$ cat src/rtl/id_ex_stage.sv
// ID/EX pipeline register with EX/MEM and MEM/WB operand forwarding,
// load-use bubble insertion, branch flush and downstream hold.
module id_ex_stage #(
    parameter int DSIZE = 32,
    parameter int AW    = 4
) (
    input  logic             clk,
    input  logic             rst,
    input  logic             id_valid,
    input  logic [2:0]       id_op,
    input  logic [AW-1:0]    id_rs1,
    input  logic [AW-1:0]    id_rs2,
    input  logic [AW-1:0]    id_rd,
    input  logic [DSIZE-1:0] id_rdata1,
    input  logic [DSIZE-1:0] id_rdata2,
    input  logic [DSIZE-1:0] id_imm,
    input  logic             id_use_imm,
    input  logic             id_use_rs2,
    input  logic             id_wen,
    input  logic             id_mem_read,
    input  logic             id_mem_write,
    input  logic             id_branch,
    input  logic [AW-1:0]    exm_rd,
    input  logic [AW-1:0]    mwb_rd,
    input  logic             exm_wen,
    input  logic             mwb_wen,
    input  logic [DSIZE-1:0] exm_result,
    input  logic [DSIZE-1:0] mwb_data,
    input  logic             flush,
    input  logic             hold,
    output logic             ex_valid,
    output logic             ex_wen,
    output logic             ex_mem_read,
    output logic             ex_mem_write,
    output logic             ex_branch,
    output logic [2:0]       ex_op,
    output logic [AW-1:0]    ex_rd,
    output logic [DSIZE-1:0] ex_a,
    output logic [DSIZE-1:0] ex_b,
    output logic [DSIZE-1:0] ex_imm,
    output logic [DSIZE-1:0] ex_store_data,
    output logic             stall_id,
    output logic [15:0]      bubble_cnt
);

    logic [AW-1:0]    ex_rs1;
    logic [AW-1:0]    ex_rs2;
    logic [DSIZE-1:0] ex_rdata1;
    logic [DSIZE-1:0] ex_rdata2;
    logic             ex_use_imm;
    logic             load_use;
    logic [DSIZE-1:0] fwd1;
    logic [DSIZE-1:0] fwd2;

    always_comb begin
        load_use = 1'b0;
        if (ex_valid && ex_mem_read && id_valid && (ex_rd != '0))
            load_use = (ex_rd == id_rs1) || ((ex_rd == id_rs2) && id_use_rs2);
    end

    assign stall_id = (load_use | hold) & ~flush;

    always_ff @(posedge clk or posedge rst) begin
        if (rst) begin
            ex_valid     <= 1'b0;
            ex_wen       <= 1'b0;
            ex_mem_read  <= 1'b0;
            ex_mem_write <= 1'b0;
            ex_branch    <= 1'b0;
            ex_op        <= '0;
            ex_rd        <= '0;
            ex_rs1       <= '0;
            ex_rs2       <= '0;
            ex_rdata1    <= '0;
            ex_rdata2    <= '0;
            ex_imm       <= '0;
            ex_use_imm   <= 1'b0;
            bubble_cnt   <= '0;
        end else if (hold && !flush) begin
            ex_valid <= ex_valid;
        end else if (flush || load_use) begin
            // Bubble: every field cleared so it carries no side effect downstream.
            ex_valid     <= 1'b0;
            ex_wen       <= 1'b0;
            ex_mem_read  <= 1'b0;
            ex_mem_write <= 1'b0;
            ex_branch    <= 1'b0;
            ex_op        <= '0;
            ex_rd        <= '0;
            ex_rs1       <= '0;
            ex_rs2       <= '0;
            ex_rdata1    <= '0;
            ex_rdata2    <= '0;
            ex_imm       <= '0;
            ex_use_imm   <= 1'b0;
            if (!flush && bubble_cnt != 16'hFFFF)
                bubble_cnt <= bubble_cnt + 16'd1;
        end else begin
            ex_valid     <= id_valid;
            ex_wen       <= id_wen & id_valid;
            ex_mem_read  <= id_mem_read & id_valid;
            ex_mem_write <= id_mem_write & id_valid;
            ex_branch    <= id_branch & id_valid;
            ex_op        <= id_op;
            ex_rd        <= id_rd;
            ex_rs1       <= id_rs1;
            ex_rs2       <= id_rs2;
            ex_rdata1    <= id_rdata1;
            ex_rdata2    <= id_rdata2;
            ex_imm       <= id_imm;
            ex_use_imm   <= id_use_imm;
        end
    end

    // EX/MEM takes priority over MEM/WB; register 0 is never forwarded.
    always_comb begin
        if (ex_rs1 == '0)
            fwd1 = '0;
        else if (exm_wen && exm_rd == ex_rs1)
            fwd1 = exm_result;
        else if (mwb_wen && mwb_rd == ex_rs1)
            fwd1 = mwb_data;
        else
            fwd1 = ex_rdata1;
    end

    always_comb begin
        if (ex_rs2 == '0)
            fwd2 = '0;
        else if (exm_wen && exm_rd == ex_rs2)
            fwd2 = exm_result;
        else if (mwb_wen && mwb_rd == ex_rs2)
            fwd2 = mwb_data;
        else
            fwd2 = ex_rdata2;
    end

    assign ex_a          = fwd1;
    assign ex_store_data = fwd2;
    assign ex_b          = ex_use_imm ? ex_imm : fwd2;

endmodule
$ cat config.mk
export PLATFORM = sky130hd
export DESIGN_NAME = id_ex_stage
export DESIGN_NICKNAME = d
export VERILOG_FILES = /design/src/rtl/id_ex_stage.sv
export SDC_FILE = /design/constraint.sdc
export NUM_CORES = 1
export LEC_CHECK = 0
export ABC_AREA = 1
export BUFFER_PORTS_ARGS = -buffer_cell sky130_fd_sc_hd__buf_2
export CAP_MARGIN = 20
export CORE_ASPECT_RATIO = 0.75
export CORE_MARGIN = 3
export CORE_UTILIZATION = 53
export CTS_CLUSTER_DIAMETER = 30
export DETAILED_ROUTE_END_ITERATION = 7
export PLACE_DENSITY = 0.92
export REMOVE_ABC_BUFFERS = 1
export SETUP_SLACK_MARGIN = 0.05
export SLEW_MARGIN = 30
export SYNTH_ARGS = -nofsm -noshare
export SYNTH_HDL_FRONTEND = slang
export SYNTH_SLANG_ARGS = --single-unit
$ cat constraint.sdc
create_clock -name clk -period 5.9 [get_ports clk]
set_input_delay 0.59 -clock clk [delete_from_list [all_inputs] [get_ports clk]]
set_output_delay 0.59 -clock clk [all_outputs]
set_load 0.01 [all_outputs]
==> results.sh <==
export IMPL_status="completed"
export IMPL_grtUsageTotal_pct=35.5
export IMPL_report_final_setup_viol=0
export IMPL_worstPathArrival_ps=3280
export IMPL_firstDrtPassIters=8
export IMPL_path_cells="o22ai_1, a21oi_4, nand3_2, nand2_1, nand3_1, nand2_1, inv_1, buf_2"
export IMPL_r2r_slack_ps=3610
export IMPL_design_die_area_mm2=0.0176
export IMPL_critical_path_endpoint_type="output port"
export IMPL_final_fill_count=1256
export IMPL_powerDensity_mw_per_mm2=257
export IMPL_areaGrowthSynthToFinish_pct=30.6
export IMPL_detailroute_via_count=10700
export IMPL_synthTopCellsByCount="489 x nand2_1, 153 x nor2_1, 133 x dfrtp_1"
export IMPL_slew_headroom_pct=32.8
export IMPL_timing_hold_ws_ps=266
export IMPL_finish_cell_count_without_fillers=1854
export IMPL_critical_path_peak_fanout=32
export IMPL_worst_r2r_path_depth=11
export IMPL_postSynthAreaPerCell_um2=6.40
export IMPL_syn_area_mm2=0.00851
export IMPL_synth_async_sr_flop_share_pct=100
export IMPL_avgViaCountPerCell=5.79
export IMPL_vdd_drop_max_mv=0.202
export IMPL_final_nets=1828
export IMPL_routedWlPerCell_um=17.7
export IMPL_regToRegEndpoint="bubble_cnt[7]$_DFFE_PP0P_"
export IMPL_worstMarginPinSlew_ps=1010
export IMPL_dr_first_iter_drc_count=1331
export IMPL_hold_violation_total_from_the_final_report=0
export IMPL_timing_final_max_slew_violations=0
export IMPL_chipWidth_um=152
export IMPL_post_cts_buffers=0
export IMPL_postRouteAntennaNets=0
export IMPL_clk_insertion_delay_late_ps=420
export IMPL_setup_total_negative_slack_ps=0
export IMPL_cts_sinks=133
export IMPL_cts_resized=0
export IMPL_grt_setup_unrepaired="no"
export IMPL_start_kind="flip-flop"
export IMPL_critical_path_most_common_cell="nand2_1"
export IMPL_synth_seq_area_share_pct=39.1
export IMPL_pin_count=353
export IMPL_placement_cell_area_mm2=0.0104
export IMPL_tritoncts="built"
export IMPL_drive_above_1_share_pct=25.8
export IMPL_total_leakage_power_nw=6.51
export IMPL_final_wtd_congestion=0.943
export IMPL_finalCritPeriodShare_pct=65.6
export IMPL_cts_max_path_buffers=2
export IMPL_final_cell_area_mm2=0.0111
export IMPL_first_pass_grt_wire_length_um=50600
export IMPL_antenna_violations_before_repair=6
export IMPL_post_synth_main_area_contributors="dfrtp_1 39%, nand2_1 22%, nand3_1 6.9%"
export IMPL_largest_net_degree_at_the_start_of_global_routing=97
export IMPL_layout_min_cycle_time_ps=3870
export IMPL_required_ps=5310
export IMPL_synth_seq_cells=133
export IMPL_min_delay_path_class="in -> async"
export IMPL_total_wire_length_after_detailed_routing_um=32900
export IMPL_post_cts_hold_buffer_count=0
export IMPL_synth_top_cell_area_share_pct=39.1
export IMPL_critPathSlowestCell="nand3_2"
export IMPL_multi_input_area_mm2=0.00445
export IMPL_netlist_top_cell_by_area="dfrtp_1"
export IMPL_detail_route_drc_violations=0
export IMPL_dominantRegCellSynth="dfrtp_1"
export IMPL_rows=39
export IMPL_critical_path_max_stage_delay_ps=950
export IMPL_via_count_of_the_first_global_routing_pass=10100
export IMPL_numPlacedInstances=1815
export IMPL_synth_lib_cells_used_distinct=23
export IMPL_sequential_area_mm2=0.00333
export IMPL_core_area_mm2=0.0155
export IMPL_r2r_start="ex_rd[0]$_DFFE_PP0N_"
export IMPL_initial_utilization_pct=55.0
export IMPL_cts_root_buf="clkbuf_16"
export IMPL_cts_htree_levels=4
export IMPL_synthesis_instances=1330
export IMPL_layout_setup_ws_ps=2030
export IMPL_fmax_ghz=0.258
export IMPL_die_height_um=116
export IMPL_dp_hpwl_um=21900
export IMPL_cts_buffers=17
export IMPL_worst_setup_slack_post_dpl_ps=1990
export IMPL_timing_clock_skew_ps=10.3
export IMPL_synth_yosys_warnings=0
export IMPL_clkSlewWorstSetupHoldPaths_ps=60
export IMPL_synth_most_common_cell="nand2_1"
export IMPL_max_cap_violations=0
export IMPL_overflow=0
export IMPL_io_buffer_count=352
export IMPL_synth_enable_flop_cells=0
export IMPL_crit_type="reg -> out"
[area by class of cell]
type	count	share of cell area (%)
Timing Repair Buffer	372	17.7
Multi-Input combinational cell	993	40.1
Tap cell	205	2.31
Inverter	114	3.92
Antenna cell	5	0.113
Clock inverter	12	1.81
Sequential cell	133	30.0
Clock buffer	20	4.11
[registers in the layout, indices dropped and copies added (netlist names)]
register	cells
bubble_cnt	16
ex_branch	1
ex_imm	32
ex_mem_read	1
ex_mem_write	1
ex_op	3
ex_rd	4
ex_rdata1	32
ex_rdata2	32
ex_rs1	4
ex_rs2	4
ex_use_imm	1
ex_valid	1
ex_wen	1
[routing by layer]
layer  share of wire [%]  up-vias  GRT usage, %
met5               0.085        -             0
met2                  46      872          57.6
li1                    -     4875             -
met1                  36     4821          43.6
met4                 4.6        6          18.3
met3                  13      152          10.8
[critical path, delay by kind of cell, from the launching register on]
kind	cells	cell delay, ps
AOI/OAI and AO/OA	2	750
DFF	1	480
buffers and inverters	2	170
and+or+nand+nor	4	1470
[through the flow]
step / total power [W] / util [%]
floorplan: 0.00136 / -
global placement: 0.00163 / 67.0
detailed placement: 0.00165 / 67.2
CTS: 0.00284 / 71.4
global route: 0.00296 / 71.8
finish: 0.00286 / 71.8
[report_power, final]
group	internal (W)	total [W]	switching (W)
logic	0.000224	0.000630	0.000406
registers	0.000969	0.00103	0.0000581
clock network	0.000774	0.00120	0.000425
total	0.00197	0.00286	0.000889
[cells in the final DEF, fill, tap and decap left out, drive strengths merged]
cell / synthesis / routed
nand4: 85 / 85
nand3: 120 / 120
nor2: 153 / 153
clkinv: 0 / 5
inv: 114 / 114
bufinv: 0 / 5
buf: 41 / 372
clkinvlp: 0 / 2
nor4: 2 / 2
o22ai: 16 / 16
a21oi: 5 / 5
nand2: 489 / 489
o21ai: 108 / 108
ha: 1 / 1
xnor2: 6 / 6
xor2: 4 / 4
clkbuf: 49 / 20
diode: 0 / 5
a31oi: 1 / 1
dfrtp: 133 / 133
nor3: 3 / 3
[worst max path at each step]
| stage | from | end | slack (ps) |
|---|---|---|---|
| finish | ex_rs1[0]$_DFFE_PP0N_ | ex_a[19] | 2030 |
| global route | ex_rs2[0]$_DFFE_PP0N_ | ex_b[9] | 1920 |
| detailed placement | mwb_rd[0] | ex_a[24] | 1990 |
| global placement | mwb_rd[0] | ex_a[4] | 2110 |
| floorplan | hold | bubble_cnt[2]$_DFFE_PP0P_ | -120 |
| CTS | ex_rs1[0]$_DFFE_PP0N_ | ex_a[19] | 1820 |
[cell families after synthesis]
family	after synthesis	share of synthesized area (%)
flops	133	39.1
simple gates	852	42.3
compound gates	130	7.94
fa+ha+maj	1	0.147
xor+xnor	10	1.03
buf+inv	204	9.49
(Power assumes the default switching activity.)
